<file path="config.mk">
export PLATFORM = sky130hd
export DESIGN_NAME = mem_arbiter
export DESIGN_NICKNAME = d
export VERILOG_FILES = /design/src/rtl/mem_arbiter_pkg.sv /design/src/rtl/mem_arbiter_word_counter.sv /design/src/rtl/mem_arbiter.sv
export SDC_FILE = /design/constraint.sdc
export NUM_CORES = 1
export LEC_CHECK = 0
export BUFFER_PORTS_ARGS = -buffer_cell sky130_fd_sc_hd__buf_2
export CAP_MARGIN = 20
export CELL_PAD_IN_SITES_DETAIL_PLACEMENT = 2
export CELL_PAD_IN_SITES_GLOBAL_PLACEMENT = 2
export CORE_ASPECT_RATIO = 0.6
export CORE_MARGIN = 3
export CORE_UTILIZATION = 14
export CTS_BUF_LIST = sky130_fd_sc_hd__clkbuf_8
export DETAILED_ROUTE_END_ITERATION = 16
export GPL_TIMING_DRIVEN = 0
export PLACE_DENSITY = 0.94
export SETUP_SLACK_MARGIN = 0.02
export SLEW_MARGIN = 40
export SYNTH_ARGS = -nofsm -noshare
export SYNTH_HDL_FRONTEND = slang
export SYNTH_SLANG_ARGS = --single-unit
</file>
<file path="constraint.sdc">
create_clock -name clk -period 2.5 [get_ports clk]
set_input_delay 0.25 -clock clk [delete_from_list [all_inputs] [get_ports clk]]
set_output_delay 0.25 -clock clk [all_outputs]
set_load 0.05 [all_outputs]
</file>
<file path="src/rtl/mem_arbiter_pkg.sv">
// Shared definitions for the memory arbiter: state encoding, fill defaults,
// and the word-counter width.
package mem_arbiter_pkg;

    localparam int FILL_WORDS_DEF = 8;
    localparam int MEM_LAT_DEF    = 4;
    localparam int WCNT_W         = 3;

    typedef enum logic [1:0] {
        ST_IDLE   = 2'd0,
        ST_FILL_I = 2'd1,
        ST_FILL_D = 2'd2
    } arb_state_e;

    typedef enum logic {
        SRV_I = 1'b0,
        SRV_D = 1'b1
    } served_e;

endpackage

</file>
<file path="src/rtl/mem_arbiter_word_counter.sv">
// Fill word counter: counts routed data-valid beats, cleared on the last beat.
module arb_word_counter
    import mem_arbiter_pkg::*;
(
    input  logic              clk,
    input  logic              rst_n,
    input  logic              en_i,
    input  logic              clr_i,
    output logic [WCNT_W-1:0] count_o
);

    logic [WCNT_W-1:0] count_q, count_d;

    // Next count: clear has priority over increment.
    always_comb begin
        count_d = count_q;
        if (clr_i) begin
            count_d = '0;
        end else if (en_i) begin
            count_d = count_q + WCNT_W'(1);
        end
    end

    // Count register.
    always_ff @(posedge clk or negedge rst_n) begin
        if (!rst_n) begin
            count_q <= '0;
        end else begin
            count_q <= count_d;
        end
    end

    assign count_o = count_q;

endmodule

</file>
<file path="src/rtl/mem_arbiter.sv">
// Memory arbiter between the I-cache and D-cache fill FSMs plus D-cache
// write-through stores. Stores are issued combinationally from IDLE; fills
// own the memory port until FILL_WORDS valid beats have been counted.
//
//   state     | meaning
//   ST_IDLE   | port free; issue store, else arbitrate misses
//   ST_FILL_I | I-cache owns the port, valids routed to I-cache
//   ST_FILL_D | D-cache owns the port, valids routed to D-cache
module mem_arbiter
    import mem_arbiter_pkg::*;
#(
    parameter int FILL_WORDS = FILL_WORDS_DEF,
    parameter int MEM_LAT    = MEM_LAT_DEF
) (
    input  logic        clk,
    input  logic        rst_n,
    input  logic        icache_miss,
    input  logic [15:0] icache_addr,
    input  logic        dcache_miss,
    input  logic [15:0] dcache_addr,
    input  logic        dcache_wr,
    input  logic [15:0] dcache_wr_data,
    input  logic [15:0] mem_data_out,
    input  logic        mem_data_valid,
    output logic [15:0] mem_addr,
    output logic        mem_enable,
    output logic        mem_wr,
    output logic [15:0] mem_data_in,
    output logic        icache_grant,
    output logic        dcache_grant,
    output logic        icache_data_valid,
    output logic        dcache_data_valid,
    output logic [15:0] fill_data,
    output logic        dcache_wr_ack
);

    // The counter clears on the last beat, so FILL_WORDS must fit its range.
    if (FILL_WORDS < 1 || FILL_WORDS > (1 << WCNT_W) || MEM_LAT < 1) begin : g_param_check
        $error("mem_arbiter: FILL_WORDS must be 1..8 and MEM_LAT >= 1");
    end

    localparam logic [WCNT_W-1:0] WCNT_LAST = WCNT_W'(FILL_WORDS - 1);

    arb_state_e        state_q, state_d;
    served_e           served_q, served_d;
    logic [WCNT_W-1:0] wcnt;
    logic              routed_valid;
    logic              fill_done;

    // Valids count only while a fill owns the port; IDLE beats are ignored.
    assign routed_valid = (state_q != ST_IDLE) && mem_data_valid;
    assign fill_done    = routed_valid && (wcnt == WCNT_LAST);
    assign fill_data    = mem_data_out;

    arb_word_counter u_wcnt (
        .clk     (clk),
        .rst_n   (rst_n),
        .en_i    (routed_valid),
        .clr_i   (fill_done),
        .count_o (wcnt)
    );

    // Next-state and memory-port outputs; stores are gated by reset so the
    // port is quiet while rst_n is low.
    always_comb begin
        state_d           = state_q;
        served_d          = served_q;
        mem_addr          = '0;
        mem_enable        = 1'b0;
        mem_wr            = 1'b0;
        mem_data_in       = '0;
        dcache_wr_ack     = 1'b0;
        icache_grant      = 1'b0;
        dcache_grant      = 1'b0;
        icache_data_valid = 1'b0;
        dcache_data_valid = 1'b0;
        case (state_q)
            ST_IDLE: begin
                if (dcache_wr && rst_n) begin
                    mem_addr      = dcache_addr;
                    mem_enable    = 1'b1;
                    mem_wr        = 1'b1;
                    mem_data_in   = dcache_wr_data;
                    dcache_wr_ack = 1'b1;
                end else if (icache_miss && dcache_miss) begin
                    state_d = (served_q == SRV_I) ? ST_FILL_D : ST_FILL_I;
                end else if (icache_miss) begin
                    state_d = ST_FILL_I;
                end else if (dcache_miss) begin
                    state_d = ST_FILL_D;
                end
            end
            ST_FILL_I: begin
                icache_grant      = 1'b1;
                mem_addr          = icache_addr;
                mem_enable        = icache_miss;
                icache_data_valid = mem_data_valid;
                if (fill_done) begin
                    state_d  = ST_IDLE;
                    served_d = SRV_I;
                end
            end
            ST_FILL_D: begin
                dcache_grant      = 1'b1;
                mem_addr          = dcache_addr;
                mem_enable        = dcache_miss;
                dcache_data_valid = mem_data_valid;
                if (fill_done) begin
                    state_d  = ST_IDLE;
                    served_d = SRV_D;
                end
            end
            default: begin
                state_d = ST_IDLE;
            end
        endcase
    end

    // State and last-served registers.
    always_ff @(posedge clk or negedge rst_n) begin
        if (!rst_n) begin
            state_q  <= ST_IDLE;
            served_q <= SRV_I;
        end else begin
            state_q  <= state_d;
            served_q <= served_d;
        end
    end

endmodule

</file>
After elaboration in Yosys (flattened, before gate mapping)
Index checks and enable logic that the tools add are counted.
W data, S select, Z words.
{ "totals": {"reg_bits": 6, "input_bits": 70, "out_inout_bits": 55, "elab_cells": 46} }
{ "op_classes": {"add_sub_neg": 1, "eq_ne": 8, "muxes": 23, "n_reduce_logical": 11} }
{ "ops": {"columns": ["operator", "n"], "rows": [
  ["$mux W16", 3],
  ["$pmux W16 S3", 1],
  ["$mux W2", 6],
  ["$mux W1", 8],
  ["$mux W3", 2],
  ["$ne A2 B2 Y1 const B", 3],
  ["$reduce_and A3 Y1", 2],
  ["$reduce_bool A2 Y1", 3],
  ["$logic_and A1 B1 Y1", 4],
  ["$ne A4 B4 Y1 const B", 1],
  ["$pmux W2 S2", 1],
  ["$add A3 B1 Y3 const B", 1],
  ["$eq A3 B3 Y1 const B", 1],
  ["$pmux W1 S3", 1],
  ["$eq A2 B1 Y1 const B", 1],
  ["$eq A2 B2 Y1 const B", 1],
  ["$logic_not A2 Y1", 1],
  ["$ne A2 B1 Y1 const B", 1],
  ["$pmux W1 S2", 1],
  ["$reduce_or A2 Y1", 1]
]} }

Depth between registers and ports, before layout
Gate-level depths: netlist (run 1).
{ "logic_depth": {"depth_word": 5, "depth_mapped": 6, "mapped_depth_nobuf": 5} }

Cells and area by module
Synthesis (run 1) repeated with hierarchy kept, for this count alone.
{ "hier_totals": {"hier_cells": 115, "area_unflattened_um2": 948.4} }
{ "by_module_without_submodules": {"columns": ["module", "instances", "cells_per_inst", "area_per_inst_um2", "seq_area_each_um2"], "rows": [
  ["mem_arbiter", 1, 104, 812.0, 75.1],
  ["arb_word_counter", 1, 11, 136.4, 75.1]
]} }

Worst setup path before layout (run 1)
Ideal clock, no wire load.
{ "synth_path": {"path_kind": "register to output", "start": "register state_q[1]", "end": "output mem_addr[8]", "arrival_ns": 2.252, "required_time_ns": 2.250, "setup_slack_ns": -0.002, "stages_incl_launch_ff": 7, "path_buffers": 2, "path_cell_list": "dfrtp_1 -> inv_1 -> ha_1 -> buf_2 -> buf_2 -> nand2_1 -> a21oi_1"} }
{ "synth_via": {"elab_chain_len": 2, "elab_cells_between_ends": 4, "cone_classes": "eq/ne (2); mux (1); reduce/logical (1)"} }
{ "synth_lines": {"columns": ["element", "line_no", "text"], "rows": [
  ["start, declared", "mem_arbiter.sv:44", "arb_state_e state_q, state_d;"],
  ["start signal, assigned", "mem_arbiter.sv:125", "state_q <= state_d;"],
  ["$eq A2 B2 Y1 (tied with other cells)", "mem_arbiter.sv:77", "case (state_q)"],
  ["$pmux W16 S3 *", "mem_arbiter.sv:77", null],
  ["end, declared", "mem_arbiter.sv:25", "output logic [15:0] mem_addr,"]
]} }
Every way passes the cells marked *; elsewhere a longest branch is shown, timed or not.

Worst setup path after layout (run 1)
{ "layout_path": {"start": "register state_q[0]", "end": "output mem_data_in[13]"} }
{ "layout_via": {"elab_chain_len": 2} }
{ "layout_lines": {"columns": ["element", "line_no", "text"], "rows": [
  ["$logic_not A2 Y1", "mem_arbiter.sv:77", null],
  ["$mux W16", "mem_arbiter.sv:77", null],
  ["end, declared", "mem_arbiter.sv:28", "output logic [15:0] mem_data_in,"]
]} }
Every way passes these cells.

==> impl_results.md, run 1 <==
- Outcome: finished clean
- Syn nets: 191
- Width of the die: 109 um
- Netlist cell types: 28
- CP required: 2.25 ns
- Fillers: 723
- Longest Clk Path Bufs: 2
- Pre-antenna DRT Iters: 4
- Nets@finish: 305
- Fmax: 441 MHz
- Via density: 4.03
- Post-synthesis sequential area ratio: 16.9%
- Crit-path slowest cell: dfrtp_1
- Asr flop ratio synth: 100%
- Relative slew margins: 70.5%
- Vias in the first global route: 1310
- Share of the synthesized area in the top cell type: 16.9%
- Mapped Cells: 113
- Routed WL per cell: 14.3 um
- Setup ws final: 0.233 ns
- CP Max Fanout: 11
- Total inserted antenna cells: 0
- Crit-path cells: inv_1 > ha_1 > and3_1 > buf_2 > buf_4 > and2_1 > buf_2
- Minimum clock period: 2.27 ns
- Port Buffers: 108
- Number of enable flip-flop cells after synthesis: 0
- Post-route DRC: 0
- Max Clock Skew: 0.00211 ns
- Area of the multi-input gates: 562 um^2
- Pre-CTS setup slack: 0.439 ns
- TritonCTS Sinks: 6
- Final GP Congestion: 0.826
- Max-cap violations: 0
- Mapped cell area: 888 um^2
- Top_reg_cell synth: dfrtp_1
- CTS Root Cell: clkbuf_8
- Cell accounting for the most synthesized area: dfrtp_1
- GRT Total Usage: 11.3%
- CP dominant cell by count: buf_2
- Register bit total from synthesis: 6
- 1st-iter DRT viols: 34
- Post-CTS Repair Setup Buffers: 0
- Power Density: 1290 nW/um^2
- RSZ-0062 raised after global routing: false
- Die area: 7370 um^2
- CP Class: register to output port
- Max stage delay on crit path: 0.39 ns
- Share of layout cells above drive strength 1: 61.3%
- Latest clock arrival within the worst-skew pair: 0.22 ns
- Pleak: 0.946 nW
- Cell row count: 21
- Antenna Nets Post-Route: 0
- Vias: 1229
- Startpoint types: register
- Post-Route WL: 4370 um
- Worst-path clk slew: 0.04 ns
- Total CTS buffers: 3
- GR Overflow Total: 0
- First-pass GRT wire length: 6460 um
- VDD IR-drop max: 0.353 mV
- Final setup fails: 0
- Die Span Y: 67.7 um
- H-tree lvl count: 1
- Pin count of the biggest net entering global routing: 12
- Hold crit path type: primary input to register
- Fin. Hold Viols: 0
- Starting Density: 15.2%
- Top cells by area, synth: dfrtp_1, buf_4, a22oi_1
- Synthesized area per cell: 7.86 um^2
- Synth top cells by count: and2_1, buf_4, nor2_1
- CTS tree: built
- Crit path arrival time: 2.02 ns
- Post-cts sizing count: 0
- TNS Setup: 0 ns
- Bufs and invs on worst path: 4
- CORE AREA: 5860 um^2
- Cell family with most CP delay: buffers and inverters
- CP Capture Type: output port
- Slew @ Worst Pin: 0.441 ns
- Ports: 125
- Final slew viol count: 0
- Syn. warnings: 0
- Register area: 150 um^2
- Area Overhead vs Synth: 78.3%
- Fin crit share: 90.7%
- Initial antenna violation count: 0
- Post-DP HPWL: 3890 um
-- area by class of cell --
type,instances,area share (%)
buffer,24,10.7
clock buffer,3,2.61
inverter,3,0.711
multi-input combinational,80,35.5
sequential,6,9.48
tap,80,6.32
timing repair buffer,109,34.8
-- report_power, final --
part / leakage [nW] / switching [W] / internal, W
Combinational: 0.850 / 0.00124 / 0.000473
Clock: 0.0216 / 0.0000440 / 0.000104
Sequential: 0.0749 / 0.0000357 / 0.000146
-- cell usage in the layout (no fill, tap or decap), drive strengths merged, types with 2 or more instances in the layout --
cell type,synthesis,routed
and2,18,18
nand3,2,2
o21ai,2,2
nand3b,2,2
mux2,3,3
buf,23,131
and3,2,2
dfrtp,6,6
a22oi,16,16
inv,3,3
nor2,17,17
ha,8,8
clkbuf,1,4
-- path summary, 6_finish.rpt --
path | end | depth (start not counted) | slack [ns] | startpoint
hold reg to reg | served_q | 1 | 0.50 | served_q
setup reg to reg | state_q[1] | 5 | 0.79 | state_q[1]
hold / removal | state_q[0] | 3 | 0.32 | icache_miss
max in group asynchronous | u_wcnt.count_o[0] | 2 | 1.90 | rst_n
min in group asynchronous | u_wcnt.count_o[2] | 2 | 0.42 | rst_n
setup / recovery | mem_data_in[13] | 7 | 0.23 | state_q[0]
-- flip-flops by register name, summed over array words and instances (netlist names) --
name,flops
served_q,1
state_q,2
u_wcnt.count_o,3
-- timing repair --
item / in CTS / in global routing
setup endpoints to repair: 0 / 0
hold buffers: 1 / 0
hold endpoints to repair: 6 / 0
-- metrics by stage --
| step | util, % | hold WS, ns | cells | cell area [um^2] | total power (W) |
|---|---|---|---|---|---|
| detailed placement | 26.2 | 0.117 | 301 | 1530 | 0.00192 |
| global route | 27.0 | 0.342 | 305 | 1580 | 0.00220 |
| floorplan | - | -0.0456 | 113 | 892 | 0.00150 |
| finish | 27.0 | 0.324 | 305 | 1580 | 0.00204 |
| global placement | 26.2 | 0.109 | 301 | 1530 | 0.00187 |
| CTS | 27.0 | 0.320 | 305 | 1580 | 0.00208 |
-- tightest hold or removal path: cells and delay by family --
family | cells | cell delay, ns
and+or+nand+nor | 1 | 0.07
buffers and inverters | 1 | 0.12
muxes | 1 | 0.06
-- logic make-up after synthesis --
| kind of cell | Yosys count | synth area share (%) |
|---|---|---|
| and+or+nand+nor | 44 | 25.9 |
| adders and majority gates | 8 | 11.3 |
| buffers and inverters | 27 | 20.3 |
| AOI/OAI and AO/OA | 24 | 20.7 |
| muxes | 4 | 4.93 |
| DFF | 6 | 16.9 |
-- routing by layer --
metal  wire length, um  global-route usage [%]  part of all wire, %
met3               359                    2.48                  8.2
met1              1650                    12.7                   38
met4                11                    2.83                 0.25
met2              2350                    21.8                   54
met5                 0                       0                    0
Power figures use the tool's default switching activity.
==> inputs of run 2 (changes only) <==
Settings changed: BUFFER_PORTS_ARGS -buffer_cell sky130_fd_sc_hd__buf_2 to -buffer_cell sky130_fd_sc_hd__buf_4.
==> impl_results.md, run 2 (synthesized netlist as in run 1, its figures left out) <==
- Outcome: finished clean (unchanged)
- Relative slew margins: 70.2% (was 70.5%)
- VDD IR-drop max: 0.445 mV (was 0.353 mV)
- CP Capture Type: output port (unchanged)
- Vias in the first global route: 1343 (was 1310)
- TritonCTS Sinks: 6 (unchanged)
- CP Max Fanout: 11 (unchanged)
- GRT Total Usage: 11.1% (was 11.3%)
- Final slew viol count: 0 (unchanged)
- Hold crit path type: primary input to register (unchanged)
- CTS Root Cell: clkbuf_8 (unchanged)
- Post-Route WL: 4450 um (was 4370 um)
- Die Span Y: 67.7 um (unchanged)
- Max Clock Skew: 0.00582 ns (was 0.00211 ns)
- TNS Setup: 0 ns (unchanged)
- Pin count of the biggest net entering global routing: 12 (unchanged)
- Minimum clock period: 2.23 ns (was 2.27 ns)
- RSZ-0062 raised after global routing: false (unchanged)
- Total power: 0.00221 W (was 0.00204 W)
- Final core occ: 31.6% (was 27.0%)
- Final Instance Count excl. Fillers: 305 (unchanged)
- Initial antenna violation count: 0 (unchanged)
- Power Density: 1190 nW/um^2 (was 1290 nW/um^2)
- 1st-iter DRT viols: 25 (was 34)
- Longest Clk Path Bufs: 2 (unchanged)
- CP required: 2.25 ns (about the same)
- GR Overflow Total: 0 (unchanged)
- Register-to-register setup slack: 0.75 ns (was 0.79 ns)
- Via density: 4.06 (was 4.03)
- Fin crit share: 89.4% (was 90.7%)
- Fin. Hold Viols: 0 (unchanged)
- DP Cell Count: 301 (unchanged)
- Crit path arrival time: 1.98 ns (was 2.02 ns)
- Cell row count: 21 (unchanged)
- Max reg flops: 3 (unchanged)
- Nets@finish: 305 (unchanged)
- Die area: 7370 um^2 (unchanged)
- Ports: 125 (unchanged)
- Fmax: 448 MHz (was 441 MHz)
- Share of layout cells above drive strength 1: 61.3% (unchanged)
- Commonest non-fill, non-tap cells in the layout: buf_4, and2_1, nor2_1, a22oi_1, ha_1 (was buf_2, buf_4, and2_1, nor2_1, a22oi_1)
- Post-DP HPWL: 3930 um (was 3890 um)
- Pre-antenna DRT Iters: 3 (was 4)
- H-tree lvl count: 1 (unchanged)
- Width of the die: 109 um (unchanged)
- Post-CTS Repair Setup Buffers: 0 (unchanged)
- Commonest non-fill, non-tap cell in the layout: buf_4 (was buf_2)
- CP Class: register to output port (unchanged)
- Total CTS buffers: 3 (unchanged)
- Max-cap violations: 0 (unchanged)
- Antenna Nets Post-Route: 0 (unchanged)
- Latest clock arrival within the worst-skew pair: 0.23 ns (was 0.22 ns)
- CTS tree: built (unchanged)
- Final GP Congestion: 0.766 (was 0.826)
- Worst-path clk slew: 0.04 ns (about the same)
- Pleak: 1.01 nW (was 0.946 nW)
- CORE AREA: 5860 um^2 (unchanged)
- Final setup fails: 0 (unchanged)
- Area Overhead vs Synth: 109% (was 78.3%)
- Slew @ Worst Pin: 0.446 ns (was 0.441 ns)
- Port Buffers: 108 (unchanged)
- First-pass GRT wire length: 6280 um (was 6460 um)
- Setup ws final: 0.265 ns (was 0.233 ns)
- Pre-CTS setup slack: 0.490 ns (was 0.439 ns)
- Startpoint types: register (unchanged)
- Starting Density: 15.2% (unchanged)
- Post-route DRC: 0 (unchanged)
- Total inserted antenna cells: 0 (unchanged)
- Vias: 1239 (was 1229)
- Routed WL per cell: 14.6 um (was 14.3 um)
## run 2: routing by layer
layer  GRT usage [%]  vias to the layer above  wire, um
met2            20.9                       56      2360
li1                -                      600         -
met5               0                        -         0
met3            3.06                        2       325
met1            12.8                      581      1760
met4            1.89                        0         9
## run 2: worst paths after layout
check | depth (start not counted) | to | startpoint
worst min-delay path | 3 | state_q[0] | icache_miss
min in group asynchronous | 2 | served_q | rst_n
worst max register to register | 5 | state_q[1] | state_q[1]
worst min register to register | 1 | served_q | served_q
max in group asynchronous | 2 | u_wcnt.count_o[0] | rst_n
worst max-delay path | 7 | mem_data_in[6] | state_q[0]
## run 2: worst max-delay path, stage by stage, from the launching register on
cell and delay (ns):
dfrtp_1 0.39, inv_1 0.16, ha_1 0.32, and3_1 0.19, buf_2 0.19, buf_4 0.18
and2_1 0.14, buf_4 0.19
## run 2: report_power, final
group	switching [W]	internal (W)	total [W]
Combinational	0.00125	0.000622	0.00187
Sequential	0.0000361	0.000146	0.000183
Clock	0.0000478	0.000104	0.000152
## run 2: final cells by class
cell class / instances / area, um^2
clock buffers: 3 / 41.3
repair buffers: 109 / 821
flip-flops and latches: 6 / 150
inverters: 3 / 11.3
plain buffers: 24 / 169
fillers: 688 / 4010
multi-input cells: 80 / 562
well taps: 80 / 100
## run 2: repair_timing
action,CTS,global route
endpoints found under the hold margin,6,0
gates resized for setup,0,0
hold buffers,1,0
## run 2: stage by stage
stage,hold slack (ns),cell area (um^2)
2_1_floorplan,-0.0456,892
3_3_place_gp,0.0768,1800
3_5_place_dp,0.0810,1800
4_1_cts,0.320,1850
5_1_grt,0.341,1850
6_report,0.324,1850
==> inputs of run 3 (changes only) <==
Settings changed: CORE_UTILIZATION 14 to 15, SYNTH_HIERARCHICAL set to 1.
==> impl_results.md, run 3 <==
- Fmax: 417 MHz (was 448 MHz)
- Hold crit path type: primary input to register (unchanged)
- Pre-antenna DRT Iters: 4 (was 3)
- Syn. warnings: 6 (was 0)
- Max-cap violations: 0 (unchanged)
- Antenna Nets Post-Route: 0 (unchanged)
- Post-synthesis sequential area ratio: 15.8% (was 16.9%)
- Fin crit share: 96.0% (was 89.4%)
- TNS Setup: 0 ns (unchanged)
- Commonest non-fill, non-tap cells in the layout: buf_4, and2_1, nor2_1, a22oi_2, nor2_2 (was buf_4, and2_1, nor2_1, a22oi_1, ha_1)
- Most common cell in the netlist: nor2_1
- CP required: 2.25 ns (about the same)
- Top cells by area, synth: dfrtp_1, buf_4, a22oi_2 (was dfrtp_1, buf_4, a22oi_1)
- Total CTS buffers: 3 (unchanged)
- Clock network power share: 7.5% (was 6.9%)
- TritonCTS Sinks: 6 (unchanged)
- Latest clock arrival within the worst-skew pair: 0.23 ns (about the same)
- FF-to-FF path depth: 6 (was 5)
- Register-to-register setup slack: 0.59 ns (was 0.75 ns)
- End of the worst register-to-register path: state_q[1] (unchanged)
- Mapped cell area: 948 um^2 (was 888 um^2)
- CP Max Fanout: 10 (was 11)
- Post-DP HPWL: 4070 um (was 3930 um)
- Worst-path clk slew: 0.04 ns (about the same)
- 1st-iter DRT viols: 36 (was 25)
- GRT Total Usage: 12.3% (was 11.1%)
- Final core occ: 33.7% (was 31.6%)
- GR Overflow Total: 0 (unchanged)
- VDD IR-drop max: 0.396 mV (was 0.445 mV)
- Longest Clk Path Bufs: 2 (unchanged)
- Post-Route WL: 4720 um (was 4450 um)
- Vias: 1259 (was 1239)
- Pleak: 1.05 nW (was 1.01 nW)
- Crit path arrival time: 2.15 ns (was 1.98 ns)
- Bufs and invs on worst path: 6 (was 4)
- Max Clock Skew: 0.00551 ns (was 0.00582 ns)
- Max stage delay on crit path: 0.55 ns (was 0.39 ns)
- Cell accounting for the most synthesized area: dfrtp_1 (unchanged)
- Initial antenna violation count: 0 (unchanged)
- Relative slew margins: 55.1% (was 70.2%)
- Total inserted antenna cells: 0 (unchanged)
- Area Overhead vs Synth: 107% (was 109%)
- Mapped Cells: 115 (was 113)
- Crit-path slowest cell: dlygate4sd3_1 (was dfrtp_1)
- Share of layout cells above drive strength 1: 70.7% (was 61.3%)
- Die area: 7340 um^2 (was 7370 um^2)
- CP Capture Type: output port (unchanged)
- Asr flop ratio synth: 100% (unchanged)
- Nets@finish: 307 (was 305)
- Number of enable flip-flop cells after synthesis: 0 (unchanged)
- Power Density: 995 nW/um^2 (was 1190 nW/um^2)
- Pin count of the biggest net entering global routing: 11 (was 12)
- Register bit total from synthesis: 6 (unchanged)
- Top_reg_cell synth: dfrtp_1 (unchanged)
- Post-route DRC: 0 (unchanged)
- Ports: 125 (unchanged)
- Slew @ Worst Pin: 0.673 ns (was 0.446 ns)
- Starting Density: 16.3% (was 15.2%)
- Final slew viol count: 0 (unchanged)
- CP startpoint: rst_n (was state_q[0])
- Vias in the first global route: 1323 (was 1343)
- Port Buffers: 108 (unchanged)
- Cell family with most CP delay: buffers and inverters (unchanged)
- Max reg flops: 3 (unchanged)
- Met2 GRT Util: 21.9% (was 20.9%)
- Die Span Y: 67.6 um (was 67.7 um)
- Synth top cells by count: nor2_1, buf_4, and2_1 (was and2_1, buf_4, nor2_1)
- Register share of total power: 9.1% (was 8.3%)
- Fin. Hold Viols: 0 (unchanged)
- Cell row count: 21 (unchanged)
- Final setup fails: 0 (unchanged)
- Met1 usage: 15.3% (was 12.8%)
- Synthesized area per cell: 8.25 um^2 (was 7.86 um^2)
- Gr busiest metal: met2 (unchanged)
- Int Pwr: 0.000831 W (was 0.000873 W)
- Startpoint types: primary input (was register)
- CTS tree: built (unchanged)
- First-pass GRT wire length: 7040 um (was 6280 um)
- Commonest non-fill, non-tap cell in the layout: buf_4 (unchanged)
- Netlist cell types: 30 (was 28)
- Switch Pwr: 0.00113 W (was 0.00133 W)
- CORE AREA: 5830 um^2 (was 5860 um^2)
- Crit Reg-Reg Startpoint: state_q[0] (was state_q[1])
- CP Class: primary input to output port (was register to output port)
- Setup crit end: mem_addr[15] (was mem_data_in[6])
- Syn nets: 191 (unchanged)
- Outcome: finished clean (unchanged)
- Width of the die: 109 um (about the same)
- Minimum clock period: 2.40 ns (was 2.23 ns)
- Via density: 4.07 (was 4.06)
- CTS Root Cell: clkbuf_8 (unchanged)
- Final GP Congestion: 0.760 (was 0.766)
- Sw Share: 57.5% (was 60.5%)
- Combinational share of power: 83.4% (was 84.9%)
- Global-route met3 utilization: 3.92% (was 3.06%)
- Crit-path cells: dlygate4sd3_1 > buf_4 > and3_1 > buf_6 > or2_1 > buf_6 > buf_12 > a22oi_2 > nor2_2 > buf_4 (was inv_1 > ha_1 > and3_1 > buf_2 > buf_4 > and2_1 > buf_4)
- RSZ-0062 raised after global routing: false (unchanged)
- Share of the synthesized area in the top cell type: 15.8% (was 16.9%)
- H-tree lvl count: 1 (unchanged)
- Worst path depth: 10 (was 7)
- Routed WL per cell: 15.3 um (was 14.6 um)
-- run 3: cell count changes in the layout (fill, tap and decap cells not counted), moves of 5 or more --
cell and delta:
and2_1 -6, buf_6 +5, a22oi_2 +8, nor2_2 +9
a22oi_1 -9, nor2_1 -6, and2_2 +6
-- run 3: layout make-up --
class,count,area (um^2)
inverters,4,15.0
repair buffers,111,851
plain buffers,25,191
multi-input cells,80,618
flip-flops and latches,6,150
well taps,80,100
fillers,688,3870
clock buffers,3,41.3
-- run 3: tightest hold or removal path, stage by stage --
cell      delay, ns
buf_4          0.12
o211ai_1       0.09
mux2i_1        0.09
-- run 3: cell families (layout without fill, tap and decap cells) --
family | Yosys count | after routing | share of synthesized area (%)
XOR/XNOR | 1 | 1 | 0.924
flip-flops | 6 | 6 | 15.8
adder cells (fa/ha/maj) | 6 | 6 | 7.92
multiplexers | 2 | 2 | 2.11
AO/OA/AOI/OAI | 25 | 25 | 25.9
AND/OR/NAND/NOR | 46 | 46 | 25.7
buffers and inverters | 29 | 143 | 21.6
-- run 3: per-layer routing --
metal | vias to the layer above | wire length [um]
li1 | 602 | -
met1 | 618 | 1930
met2 | 39 | 2450
met3 | 0 | 345
met4 | 0 | 0
met5 | - | 0
-- run 3: through the flow --
stage	setup slack (ns)	cell area [um^2]	instances	hold WS, ns	total power [W]
detailed placement	0.255	1880	303	0.0672	0.00178
floorplan	0.0968	971	115	-0.0456	0.00131
global route	0.0169	1970	309	0.380	0.00209
finish	0.100	1970	309	0.374	0.00196
CTS	0.0610	1940	308	0.372	0.00195
global placement	0.274	1880	303	0.0666	0.00174
-- run 3: what timing repair did --
item	in CTS	in global routing
endpoints found under the hold margin	6	0
buffers inserted	1	1
gates resized for setup	1	6
endpoints found under the setup margin	9	10
hold buffers	1	0
-- run 3: worst min path at each step --
stage	startpoint	endpoint	slack, ns	depth (start not counted)
final	icache_miss	state_q[0]	0.37	3
after global placement	rst_n	u_wcnt/count_o[2]	0.07	1
after detailed placement	rst_n	u_wcnt/count_o[2]	0.07	1
after CTS	icache_miss	state_q[0]	0.37	3
after floorplan	rst_n	served_q	-0.05	0
after global routing	icache_miss	state_q[0]	0.38	3
-- run 3: power by group through the flow --
stage	logic, W	clock network [W]	registers [W]
floorplan	0.00114	0	0.000170
global placement	0.00156	0	0.000179
finish	0.00163	0.000146	0.000178
global route	0.00175	0.000157	0.000184
detailed placement	0.00159	0	0.000183
CTS	0.00163	0.000148	0.000176
